$ cat config.mk
export PLATFORM = sky130hd
export DESIGN_NAME = jpl_foc_inv_clarke
export DESIGN_NICKNAME = d
export VERILOG_FILES = /design/src/rtl/jpl_foc_inv_clarke.sv
export SDC_FILE = /design/constraint.sdc
export NUM_CORES = 1
export LEC_CHECK = 0
export CAP_MARGIN = 10
export CORE_MARGIN = 3
export CORE_UTILIZATION = 55
export CTS_CLUSTER_DIAMETER = 60
export DETAILED_ROUTE_END_ITERATION = 8
export PLACE_DENSITY_LB_ADDON = 0.12
export SKIP_CTS_REPAIR_TIMING = 1
export SYNTH_ARGS = -nofsm -noshare
export SYNTH_HDL_FRONTEND = slang
export SYNTH_SLANG_ARGS = --single-unit
$ cat constraint.sdc
create_clock -name i_clk -period 17.96 [get_ports i_clk]
set_clock_uncertainty 0.1 [all_clocks]
set_input_delay 1.796 -clock i_clk [delete_from_list [all_inputs] [get_ports i_clk]]
set_output_delay 1.796 -clock i_clk [all_outputs]
set_load 0.02 [all_outputs]
$ cat src/rtl/jpl_foc_inv_clarke.sv
// rtl/jpl_foc_inv_clarke.sv - inverse Clarke transform (alpha/beta to three-phase), saturated
// Four-state sequencer: latch inputs, multiply beta by sqrt(3)/2, sum and saturate, pulse done.
module jpl_foc_inv_clarke #(
  parameter int B = 12,
  parameter int F = 15
) (
  input  logic                i_clk,
  input  logic                i_rst_n,
  input  logic                i_start_inv_clarke,
  input  logic signed [B-1:0] i_valpha,
  input  logic signed [B-1:0] i_vbeta,
  output logic                o_busy,
  output logic                o_inv_clarke_done,
  output logic signed [B-1:0] o_va,
  output logic signed [B-1:0] o_vb,
  output logic signed [B-1:0] o_vc
);

  localparam logic [1:0] IDLE = 2'd0;
  localparam logic [1:0] MULT = 2'd1;
  localparam logic [1:0] SUM  = 2'd2;
  localparam logic [1:0] DONE = 2'd3;

  localparam int PW    = B + F + 1;
  localparam int SW    = PW + 1;
  localparam int K_INT = $rtoi(0.8660254037844386 * (2.0 ** F) + 0.5);

  localparam logic signed [PW-1:0] K    = PW'(K_INT);
  localparam logic signed [PW-1:0] HALF = PW'(2 ** (F - 1));
  localparam logic signed [SW-1:0] SMAX = SW'((2 ** (B - 1)) - 1);
  localparam logic signed [SW-1:0] SMIN = -SW'(2 ** (B - 1));

  logic [1:0]           state;
  logic signed [B-1:0]  alpha_q;
  logic signed [B-1:0]  beta_q;
  logic signed [PW-1:0] t_q;

  logic signed [PW-1:0] prod;
  logic signed [PW-1:0] prod_rnd;
  logic signed [PW-1:0] t_next;
  logic signed [SW-1:0] half_a;
  logic signed [SW-1:0] t_ext;
  logic signed [SW-1:0] sum_b;
  logic signed [SW-1:0] sum_c;

  // Adding half an LSB before the arithmetic shift makes t round half up.
  assign prod     = K * PW'(beta_q);
  assign prod_rnd = prod + HALF;
  assign t_next   = prod_rnd >>> F;

  assign half_a = SW'(alpha_q >>> 1);
  assign t_ext  = SW'(t_q);
  assign sum_b  = -half_a + t_ext;
  assign sum_c  = -half_a - t_ext;

  assign o_busy = (state != IDLE);

  function automatic logic signed [B-1:0] sat(input logic signed [SW-1:0] x);
    if (x > SMAX) return SMAX[B-1:0];
    if (x < SMIN) return SMIN[B-1:0];
    return x[B-1:0];
  endfunction

  always_ff @(posedge i_clk or negedge i_rst_n) begin
    if (!i_rst_n) begin
      state             <= IDLE;
      alpha_q           <= '0;
      beta_q            <= '0;
      t_q               <= '0;
      o_va              <= '0;
      o_vb              <= '0;
      o_vc              <= '0;
      o_inv_clarke_done <= 1'b0;
    end else begin
      o_inv_clarke_done <= (state == DONE);
      case (state)
        IDLE: begin
          if (i_start_inv_clarke) begin
            alpha_q <= i_valpha;
            beta_q  <= i_vbeta;
            state   <= MULT;
          end
        end
        MULT: begin
          t_q   <= t_next;
          state <= SUM;
        end
        SUM: begin
          o_va  <= alpha_q;
          o_vb  <= sat(sum_b);
          o_vc  <= sat(sum_c);
          state <= DONE;
        end
        default: state <= IDLE;
      endcase
    end
  end

endmodule

==> run summary <==
status -> completed
Synth top area share -> 18.0%
measured slew at the worst slew-check pin -> 1.02 ns
Routed WL -> 26.5 mm
Core ar. -> 18800 um2
overflow left after global routing -> 0
Port Buffers -> 64
Synth Net Count -> 1464
first-pass GRT wire length -> 43.7 mm
Tmin final -> 6.38 ns
initial antenna violation count -> 0
clk buf depth -> 2
Final Max Tran Viols -> 0
diode count -> 0
DRC -> 0
highest clock rate -> 157 MHz
Max Cap Viol -> 0
vias in the first global route -> 8765
post-synthesis register bit count -> 76
CP Buf/Inv Count -> 2
Worst Setup Start Kind -> register
Routability Congestion -> 0.971
count leader, synth -> inv_1
arrival time worst endpoint -> 6.49 ns
Via density -> 5.82
Core Rows -> 50
Layout area overhead -> 10.1%
Post-synth EDFFs -> 0
WP data required -> 18.08 ns
DIE HEIGHT -> 145 um
critical path class -> reg2reg
Seq/Total Area, Yosys -> 18.0%
Worst setup EP type -> register
Worst path max stage delay -> 0.61 ns
CP max FO -> 9
cell count after synthesis -> 1238
nets -> 1496
crit-path most repeated cell -> fa_1
Sink Count -> 76
number of DRC violations after detailed-routing iteration 0 -> 470
Post-Syn Area -> 10600 um2
most frequent cells after synthesis -> inv_1, ha_1, nor2_1
# IOs -> 65
initial core utilization -> 56.3%
Final HPWL DP -> 21.6 mm
unrepaired setup endpoints after global routing -> no
ys flop type -> dfrtp_1
Hold Crit Class -> reg2reg
Synth warnings -> 0
CP Cell Sequence -> fa_1, fa_1, fa_1, fa_1, inv_1, fa_1, inv_1, ha_1, and2_1, nand4_1, o31a_1, o211ai_1, xor2_1, nand4bb_1, or4_1, and3_1, xnor2_1, mux2_2
die area -> 21000 um2
Synth area leaders -> dfrtp_1, ha_1, fa_1
worst-skew pair later-pin latency -> 0.34 ns
Routed WL per cell -> 17.3 um
root buffer cell -> clkbuf_16
Hold Vio Cnt, Final -> 0
hold_ws -> 0.375 ns
DR pass1 iterations -> 5
slowest CP cell -> fa_1
vias -> 8928
CP top delay family -> adder cells
Final ANT Viol Nets -> 0
setup_tns -> 0 ns
Slew headroom -> 31.6%
largest net degree at the start of global routing -> 72
fin crit share -> 35.5%
Setup Viol. Count Final -> 0
CTS buffer count -> 9
syn_area_per_cell -> 8.56 um2
layout cells sized above 1 -> 8.16%
ys async rst share -> 100%
GRT Total Usage -> 25.9%
H-tree depth -> 3
Unique masters post-synth -> 94
clock slew at reported path FFs -> 0.06 ns
die span in x -> 145 um
Synth area leader -> dfrtp_1
clock tree from TritonCTS -> done
## cell type report
cell class | count | area, um2
Clock buffer | 11 | 253
Clock inverter | 5 | 33.8
Fill cell | 1696 | 7160
Inverter | 170 | 638
Multi-Input combinational cell | 943 | 7830
Sequential cell | 76 | 1900
Tap cell | 260 | 325
Timing Repair Buffer | 70 | 683
## worst reg2reg max path: cells and delay by family, from the launching register on
| kind | cells | cell delay (ns) |
|---|---|---|
| adder cells (fa/ha/maj) | 6 | 3.14 |
| AND/OR/NAND/NOR | 5 | 1.19 |
| AO/OA/AOI/OAI | 2 | 0.55 |
| flip-flops | 1 | 0.52 |
| XOR/XNOR | 2 | 0.39 |
| multiplexers | 1 | 0.26 |
| buffers and inverters | 2 | 0.09 |
## registers in the layout, indices dropped and copies added (netlist names)
| register | cells |
|---|---|
| o_vc | 12 |
| beta_q | 12 |
| o_va | 12 |
| alpha_q | 12 |
| o_vb | 12 |
| o_inv_clarke_done | 1 |
| state | 2 |
| t_q | 13 |
## kinds of logic (layout without fill, tap and decap cells)
logic type,count (synthesis),in the layout,share of synthesized area [%]
and+or+nand+nor,325,325,15.3
adders and majority gates,199,199,28.3
xor gates and xnor gates,65,65,5.37
DFF,76,76,18.0
buffers and inverters,219,256,8.13
muxes,46,46,4.84
AOI/OAI and AO/OA,308,308,20.1
## per-stage QoR
stage                     setup WS (ns)  instance area (um2)  cells  util (%)
after floorplan                   11.85                10600   1238         -
after global placement            11.65                11400   1519      60.4
after detailed placement          11.58                11400   1519      60.4
after CTS                         11.55                11700   1535      62.0
after global routing              11.21                11700   1535      62.0
final                             11.58                11700   1535      62.0
## layout by cell type, fill, tap and decap left out, types with 4 or more instances in the layout
master             n
nand4_1           13
mux2_2            42
fa_1              67
clkbuf_16          9
mux2i_1            4
nor2b_1           10
and2_1             7
or3_1              6
a41oi_1            4
nor2_1           114
nor4_1            12
xor2_1            24
o211ai_1          12
o31ai_1           15
nand2b_1           9
and3_1             7
o21ba_2            4
a21o_1            20
dfrtp_1           76
o22ai_1           13
a211o_1            4
xnor2_1           41
o2111ai_1          4
or2_2              6
clkdlybuf4s50_1   63
nand2_1           59
nand3_1           22
o21a_1             8
buf_4              7
a211oi_1          13
nor3_1            30
o21bai_1          12
a21oi_1           89
o21ai_0           49
inv_1            167
a31oi_1            9
ha_1             131
## layer usage
layer	part of all wire, %	wire length [um]	GRT usage [%]
met5	0	0	0
met3	4.5	1200	3.71
met4	2.3	597	7.17
met1	44	11600	33.9
met2	50	13200	44.8
## path summary, 6_finish.rpt
check	start	to	slack (ns)	cells past startpoint
worst min register to register	o_vc[11]$_DFFE_PN0N_	o_vc[11]$_DFFE_PN0N_	0.37	1
worst max register to register	beta_q[10]$_DFFE_PN0P_	t_q[9]$_DFFE_PN0N_	11.58	18
worst max-delay path	beta_q[10]$_DFFE_PN0P_	t_q[9]$_DFFE_PN0N_	11.58	18
worst min-delay path	o_vc[11]$_DFFE_PN0N_	o_vc[11]$_DFFE_PN0N_	0.37	1
max in group asynchronous	i_rst_n	alpha_q[11]$_DFFE_PN0P_	15.51	2
min in group asynchronous	i_rst_n	o_vc[11]$_DFFE_PN0N_	1.16	1
Power is left out: the tool's default activity adds up to more than one toggle a clock period on the data nets, which glitch-free logic cannot reach.
